===== src/rtl/ppu_vram_seq.sv =====
//------------------------------------------------------------------------------
// ppu_vram_seq
// VRAM access sequencer for the PPU. It provides $2006/$2007 semantics: a
// two-write address latch, auto-increment, a delayed read buffer and an
// in-block palette register file. Queued CPU accesses share a single-port
// memory with render fetches. Render fetches always win the memory.
//
// Parameters : NT_BANKS (2 or 4 physical 1 KB nametable banks),
//              CPU_Q_DEPTH (CPU access queue depth, power of two, >= 2)
// Macro      : PPU_VRAM_GRAY_EN - when defined, i_gray masks the render
//              palette colour with 0x30; otherwise i_gray is ignored.
// Ports      : i_ppu_clk / i_ppu_rstn (async, active-low)
//              CPU side  : i_2006_wr, i_2007_wr, i_2007_rd, i_wdata, i_inc32,
//                          i_latch_clr, o_2007_rdata, o_vaddr, o_busy, o_ovf
//              Config    : i_mirror_mode, i_gray
//              Render    : i_rend_req, i_rend_addr, o_rend_vld, o_rend_rdata,
//                          i_plt_addr, o_plt_rdata
//              Memory    : o_mem_pt, o_mem_addr, o_mem_we, o_mem_wdata,
//                          i_mem_rdata (one-cycle synchronous read latency)
//------------------------------------------------------------------------------
`timescale 1ns/1ps
module ppu_vram_seq #(
  parameter int NT_BANKS    = 4,
  parameter int CPU_Q_DEPTH = 4
) (
  input  logic        i_ppu_clk,
  input  logic        i_ppu_rstn,
  input  logic        i_2006_wr,
  input  logic        i_2007_wr,
  input  logic        i_2007_rd,
  input  logic [7:0]  i_wdata,
  input  logic        i_inc32,
  input  logic        i_latch_clr,
  input  logic [2:0]  i_mirror_mode,
  input  logic        i_gray,
  output logic [7:0]  o_2007_rdata,
  output logic [13:0] o_vaddr,
  output logic        o_busy,
  output logic        o_ovf,
  input  logic        i_rend_req,
  input  logic [13:0] i_rend_addr,
  output logic        o_rend_vld,
  output logic [7:0]  o_rend_rdata,
  input  logic [4:0]  i_plt_addr,
  output logic [7:0]  o_plt_rdata,
  output logic        o_mem_pt,
  output logic [12:0] o_mem_addr,
  output logic        o_mem_we,
  output logic [7:0]  o_mem_wdata,
  input  logic [7:0]  i_mem_rdata
);

  localparam int          QW     = $clog2(CPU_Q_DEPTH);
  localparam logic [QW:0] Q_FULL = (QW+1)'(CPU_Q_DEPTH);

  // CPU palette aliasing: backdrop mirrors 0x10/0x14/0x18/0x1C fold onto 0x0x.
  function automatic logic [4:0] plt_alias(input logic [4:0] idx);
    plt_alias = (idx[1:0] == 2'b00) ? {1'b0, idx[3:0]} : idx;
  endfunction

  // Returns {pt, addr[12:0]} for a 14-bit PPU address under a mirror mode.
  function automatic logic [13:0] map_addr(input logic [13:0] a, input logic [2:0] mode);
    logic [1:0] bank;
    case (mode)
      3'd0:    bank = {1'b0, a[11]};
      3'd1:    bank = {1'b0, a[10]};
      3'd3:    bank = 2'b01;
      3'd4:    bank = (NT_BANKS == 4) ? a[11:10] : {1'b0, a[10]};
      default: bank = 2'b00;
    endcase
    if (a < 14'h2000) map_addr = {1'b1, a[12:0]};
    else              map_addr = {2'b00, bank, a[9:0]};
  endfunction

  logic [13:0] vaddr_q, vaddr_d;
  logic [5:0]  thi_q, thi_d;
  logic        toggle_q, toggle_d;
  logic [7:0]  rbuf_q, rbuf_d;
  logic        rd_pend_q, rd_pend_d;
  logic        ovf_q, ovf_d;
  logic        rend_vld_q, rend_vld_d;
  logic [7:0]  plt_rdata_q, plt_rdata_d;
  logic [5:0]  plt_q [32];
  logic [5:0]  plt_d [32];
  logic        q_wr_q   [CPU_Q_DEPTH];
  logic        q_wr_d   [CPU_Q_DEPTH];
  logic [13:0] q_addr_q [CPU_Q_DEPTH];
  logic [13:0] q_addr_d [CPU_Q_DEPTH];
  logic [7:0]  q_data_q [CPU_Q_DEPTH];
  logic [7:0]  q_data_d [CPU_Q_DEPTH];
  logic [QW-1:0] head_q, head_d, tail_q, tail_d;
  logic [QW:0]   cnt_q, cnt_d;

  logic        enq, enq_wr, enq_ok, pop, is_plt;
  logic [13:0] enq_addr, step, mem_map;
  logic        mem_we;
  logic [7:0]  mem_wdata, cpu_rdata;
  logic [4:0]  rend_idx;

  always_comb begin
    vaddr_d   = vaddr_q;
    thi_d     = thi_q;
    toggle_d  = toggle_q;
    rbuf_d    = rbuf_q;
    ovf_d     = ovf_q;
    rd_pend_d = 1'b0;
    plt_d     = plt_q;
    q_wr_d    = q_wr_q;
    q_addr_d  = q_addr_q;
    q_data_d  = q_data_q;
    head_d    = head_q;
    tail_d    = tail_q;
    cnt_d     = cnt_q;
    enq       = 1'b0;
    enq_wr    = 1'b0;
    enq_ok    = 1'b0;
    enq_addr  = vaddr_q;
    cpu_rdata = 8'h00;
    mem_map   = 14'h0000;
    mem_we    = 1'b0;
    mem_wdata = 8'h00;
    is_plt    = (vaddr_q[13:8] == 6'h3F);
    step      = i_inc32 ? 14'd32 : 14'd1;

    // $2006 uses the toggle value from before any coincident clear.
    if (i_2006_wr) begin
      if (!toggle_q) begin
        thi_d    = i_wdata[5:0];
        toggle_d = 1'b1;
      end else begin
        vaddr_d  = {thi_q, i_wdata};
        toggle_d = 1'b0;
      end
    end
    if (i_latch_clr) toggle_d = 1'b0;

    if (i_2007_wr || i_2007_rd) begin
      vaddr_d = vaddr_q + step;
      if (is_plt) begin
        if (i_2007_wr) begin
          plt_d[plt_alias(vaddr_q[4:0])] = i_wdata[5:0];
        end else begin
          // Palette reads answer at once but still refill the buffer from
          // the nametable underneath.
          cpu_rdata = {2'b00, plt_q[plt_alias(vaddr_q[4:0])]};
          enq       = 1'b1;
          enq_addr  = vaddr_q - 14'h1000;
        end
      end else begin
        enq    = 1'b1;
        enq_wr = i_2007_wr;
        if (i_2007_rd) cpu_rdata = rbuf_q;
      end
    end

    // Render fetches own the memory whenever they ask for it.
    pop = !i_rend_req && (cnt_q != '0);
    if (i_rend_req) begin
      mem_map = map_addr(i_rend_addr, i_mirror_mode);
    end else if (pop) begin
      mem_map   = map_addr(q_addr_q[head_q], i_mirror_mode);
      mem_we    = q_wr_q[head_q];
      mem_wdata = q_data_q[head_q];
      rd_pend_d = !q_wr_q[head_q];
      head_d    = head_q + QW'(1);
    end

    if (rd_pend_q) rbuf_d = i_mem_rdata;

    // A pop frees the head slot in the same cycle, so full+pop still accepts.
    if (enq) begin
      if ((cnt_q != Q_FULL) || pop) begin
        enq_ok           = 1'b1;
        q_wr_d[tail_q]   = enq_wr;
        q_addr_d[tail_q] = enq_addr;
        q_data_d[tail_q] = i_wdata;
        tail_d           = tail_q + QW'(1);
      end else begin
        ovf_d = 1'b1;
      end
    end

    case ({enq_ok, pop})
      2'b10:   cnt_d = cnt_q + (QW+1)'(1);
      2'b01:   cnt_d = cnt_q - (QW+1)'(1);
      default: cnt_d = cnt_q;
    endcase

    rend_vld_d  = i_rend_req;
    // Render side: every [1:0] == 0 index shows the universal backdrop.
    rend_idx    = (i_plt_addr[1:0] == 2'b00) ? 5'd0 : i_plt_addr;
    plt_rdata_d = {2'b00, plt_q[rend_idx]};
`ifdef PPU_VRAM_GRAY_EN
    if (i_gray) plt_rdata_d = plt_rdata_d & 8'h30;
`endif
  end

`ifndef PPU_VRAM_GRAY_EN
  logic unused_gray;
  assign unused_gray = i_gray;
`endif

  always_ff @(posedge i_ppu_clk or negedge i_ppu_rstn) begin
    if (!i_ppu_rstn) begin
      vaddr_q     <= '0;
      thi_q       <= '0;
      toggle_q    <= 1'b0;
      rbuf_q      <= '0;
      rd_pend_q   <= 1'b0;
      ovf_q       <= 1'b0;
      rend_vld_q  <= 1'b0;
      plt_rdata_q <= '0;
      head_q      <= '0;
      tail_q      <= '0;
      cnt_q       <= '0;
      for (int i = 0; i < 32; i++) plt_q[i] <= '0;
      for (int i = 0; i < CPU_Q_DEPTH; i++) begin
        q_wr_q[i]   <= 1'b0;
        q_addr_q[i] <= '0;
        q_data_q[i] <= '0;
      end
    end else begin
      vaddr_q     <= vaddr_d;
      thi_q       <= thi_d;
      toggle_q    <= toggle_d;
      rbuf_q      <= rbuf_d;
      rd_pend_q   <= rd_pend_d;
      ovf_q       <= ovf_d;
      rend_vld_q  <= rend_vld_d;
      plt_rdata_q <= plt_rdata_d;
      head_q      <= head_d;
      tail_q      <= tail_d;
      cnt_q       <= cnt_d;
      plt_q       <= plt_d;
      q_wr_q      <= q_wr_d;
      q_addr_q    <= q_addr_d;
      q_data_q    <= q_data_d;
    end
  end

  assign o_2007_rdata = cpu_rdata;
  assign o_vaddr      = vaddr_q;
  assign o_busy       = (cnt_q != '0);
  assign o_ovf        = ovf_q;
  assign o_rend_vld   = rend_vld_q;
  assign o_rend_rdata = rend_vld_q ? i_mem_rdata : 8'h00;
  assign o_plt_rdata  = plt_rdata_q;
  assign o_mem_pt     = mem_map[13];
  assign o_mem_addr   = mem_map[12:0];
  assign o_mem_we     = mem_we;
  assign o_mem_wdata  = mem_wdata;

endmodule


===== config.mk =====
export PLATFORM = sky130hd
export DESIGN_NAME = ppu_vram_seq
export DESIGN_NICKNAME = d
export VERILOG_FILES = /design/src/rtl/ppu_vram_seq.sv
export SDC_FILE = /design/constraint.sdc
export NUM_CORES = 1
export LEC_CHECK = 0
export BUFFER_PORTS_ARGS = -buffer_cell sky130_fd_sc_hd__buf_2
export CORE_ASPECT_RATIO = 0.5
export CORE_MARGIN = 2
export CORE_UTILIZATION = 40
export CTS_BUF_LIST = sky130_fd_sc_hd__clkbuf_8 sky130_fd_sc_hd__clkbuf_16
export DETAILED_ROUTE_END_ITERATION = 12
export GPL_ROUTABILITY_DRIVEN = 1
export GPL_TIMING_DRIVEN = 0
export REMOVE_ABC_BUFFERS = 1
export SYNTH_ARGS = -nofsm -noshare
export SYNTH_HDL_FRONTEND = slang
export SYNTH_SLANG_ARGS = --single-unit

===== constraint.sdc =====
create_clock -name i_ppu_clk -period 4.95 [get_ports i_ppu_clk]
set_input_delay 0 -clock i_ppu_clk [delete_from_list [all_inputs] [get_ports i_ppu_clk]]
set_output_delay 0 -clock i_ppu_clk [all_outputs]
set_load 0.02 [all_outputs]

==> run_results.csv <==
group,metric,value,unit
clock_tree,cts_max_level,2,
placed_design,dp_cells,1879,
worst_setup_path,path_max_fanout,62,
clock_tree,clk_latency,0.53,ns
pwr,combPwrFrac,34.9,%
pwr,switchingPower,3.57,mW
pwr,powerDensity,537,nW/um^2
layout,final_common_cell,"dfrtp_1",
timing,drv_slew,0,
pwr,p_sw_share,35.0,%
logic_synthesis,postSynth.asyncResetShare,100,%
timing,finalClockSkew,0.0183,ns
floorplanning,die_h,149,um
placed_design,globalplace.congestion,0.807,
clock_tree,cts_tree,"done",
pwr,vdd_drop_max,0.305,mV
layout,layout.cells.non_filler,1955,
timing,worstMarginPinSlew,1.40,ns
logic_synthesis,synth_area,16900,sq um
layout,drive_gt1_share,37.4,%
detailed_routing,viasPerCell,5.87,
logic_synthesis,synth_edf_count,0,
detailed_routing,routed_wl,46200,um
layout,most-common-layout-cells,"dfrtp_1, mux2_2, buf_2",
layout,antenna_cells,0,
layout,fill_cells,3706,
global_route,grt_max_degree,94,
global_route,grt_pass1_wl,72000,um
detailed_routing,ant_nets,0,
logic_synthesis,synth-warning-count,0,
timing,fmax,0.282,GHz
detailed_routing,highest_layer,"met4",
status,status,"completed",
worst_setup_path,r2r_slack,1.64,ns
detailed_routing,route.vias.total,11500,
clock_tree,clock_sinks,323,
clock_tree,path_clk_slew,0.06,ns
logic_synthesis,synth_top_area_cell,"dfrtp_1",
worst_setup_path,reg2regPathDepth,4,
logic_synthesis,ys_seq_elements,323,
worst_setup_path,crit_path_start_kind,"flop",
worst_setup_path,crit_required,4.95,ns
timing,setup_violations,0,
detailed_routing,remaining_drc_errors,0,
timing,min_period_over_period,71.6,%
floorplanning,chipWidth,294,um
logic_synthesis,synthDistinctLibCells,58,
timing,fin_crit,3.54,ns
timing,rsz0062_at_grt,"no",
timing,hold_viol_final,0,
detailed_routing,drt-wirelength-per-cell,23.6,um
detailed_routing,routed-wl-met3,2690,um
worst_setup_path,timing.rr.end,"plt_q[189]",
global_route,track_usage,21.3,%
pwr,clkPwrFrac,24.9,%
logic_synthesis,avgSynthCellArea,12.5,sq um
clock_tree,cts-root-buf,"clkbuf_16",
pwr,p_int,6.61,mW
placed_design,hpwl,29400,um
timing,relSlewSlack,5.88,%
worst_setup_path,worstPathArrival,3.54,ns
logic_synthesis,synth_cells,1348,
clock_tree,clock_path_buffers,3,
floorplanning,core,41800,sq um
global_route,first_global_vias,12100,
logic_synthesis,synthTopCellsByArea,"dfrtp_1, mux2_2, mux4_2, mux2_4, mux2i_1",
detailed_routing,wl_met1,20800,um
floorplanning,die_area,43900,sq um
worst_setup_path,r2r_start,"o_vaddr[8]",
layout,fin_nets,1438,
worst_setup_path,criticalPathCategory,"reg2out",
pwr,power.share.sequential,40.2,%
clock_tree,numCtsBuffers,34,
flow_run,max_cap_violations,0,
logic_synthesis,seq_area_frac_synth,47.9,%
floorplanning,io_pins,111,
detailed_routing,firstDrtPassIters,5,
clock_tree,post_cts_buffers,0,
pwr,leakage,8.78,nW
global_route,antenna_found_initial,0,
floorplanning,initial_core_util,40.4,%
logic_synthesis,synthFlopType,"dfrtp_1",
detailed_routing,drtIter0Drc,964,
detailed_routing,route.met2.wl,21700,um
pwr,power.total,10.2,mW
layout,area_growth,12.4,%
floorplanning,num_rows,53,
logic_synthesis,synth_top_area_share,47.9,%
placed_design,numPortBuffers,107,
min_path,worstHoldPathType,"in2async",
global_route,grt_overflow,0,
worst_setup_path,cp-end-kind,"output port",
[kinds of logic after synthesis]
group	count (synthesis)	synth area share, %
muxes	403	30.7
DFF	323	47.9
AOI/OAI and AO/OA	241	9.86
and+or+nand+nor	215	6.23
buffers and inverters	148	4.13
adders and majority gates	9	0.712
xor gates and xnor gates	8	0.416
other	1	0.0222
[registers in the layout, indices dropped and copies added, names as in the netlist]
signal	count
o_ovf	1
o_vaddr	14
thi_q	6
o_plt_rdata	6
tail_q	2
rbuf_q	8
o_rend_vld	1
toggle_q	1
head_q	2
q_data_q	32
q_addr_q	56
q_wr_q	4
cnt_q	3
plt_q	186
rd_pend_q	1
[Yosys cell counts, drive strengths merged (10+ instances only)]
cell type and number:
mux4 47, nand2 94, o32ai 10, a211oi 11
clkbuf 91, nor2 37, and2 19, mux2 299
nand2b 10, a22oi 23, nor2b 10, a221oi 21
o21ai 54, buf 44, mux2i 57, nor3 11
o2bb2ai 25, inv 13, dfrtp 323, a21oi 48
a22o 10
[critical path: stages (launching register included)]
cell and delay [ns]:
dfrtp_4 1.01, nor2b_2 0.27, buf_16 0.24, a221oi_1 0.63, a211oi_1 0.11, o32ai_1 0.44
nor3b_1 0.09, buf_2 0.17
[final cells by class]
type                            instances  area [sq um]  share of cell area [%]
Multi-Input combinational cell        878          8090                    42.7
Inverter                               13          48.8                   0.257
Clock inverter                         17           104                   0.548
Clock buffer                           42           995                    5.25
Timing Repair Buffer                  132           931                    4.91
Tap cell                              550           688                    3.63
Sequential cell                       323          8090                    42.7
[per-layer routing]
| layer | vias up | GRT usage, % |
|---|---|---|
| met1 | 5981 | 29.6 |
| met5 | - | 0 |
| met2 | 366 | 34.0 |
| met4 | 0 | 6.48 |
| met3 | 70 | 4.13 |
| li1 | 5051 | - |
[worst max path at each step]
stage,cells past startpoint,slack [ns],to,startpoint
5_1_grt,8,1.14,o_2007_rdata[0],o_vaddr[1]
2_1_floorplan,5,0.94,o_2007_rdata[0],o_vaddr[1]
3_5_place_dp,4,1.69,plt_q[189],o_vaddr[8]
3_3_place_gp,1,-2.02,q_addr_q[54],i_ppu_rstn
6_report,7,1.41,o_2007_rdata[2],o_vaddr[0]
4_1_cts,8,1.42,o_2007_rdata[2],o_vaddr[1]
[power by group through the flow]
stage          clock network [mW]  logic (mW)  registers [mW]
2_1_floorplan                   0        2.39            3.99
3_3_place_gp                    0        3.28            4.19
6_report                     2.53        3.56            4.09
5_1_grt                      2.70        3.83            4.19
3_5_place_dp                    0        3.56            4.12
4_1_cts                      2.59        3.59            4.08
[repair_timing]
action	CTS	global route
hold buffers	17	0
resized for setup	0	0
hold endpoints to repair	175	0
[per-stage QoR]
stage                     util, %  hold WS [ns]  setup slack, ns  instance area (sq um)  setup TNS (ns)
final                        45.4        0.0420             1.41                  19000               0
after CTS                    45.4        0.0473             1.42                  19000               0
after global routing         45.4        0.0840             1.14                  19000               0
after floorplan                 -        -0.296            0.937                  16200               0
after global placement       41.8         0.155            -2.02                  17400         -646.61
after detailed placement     42.3        0.0229             1.69                  17700               0
Power figures use the tool's default switching activity.
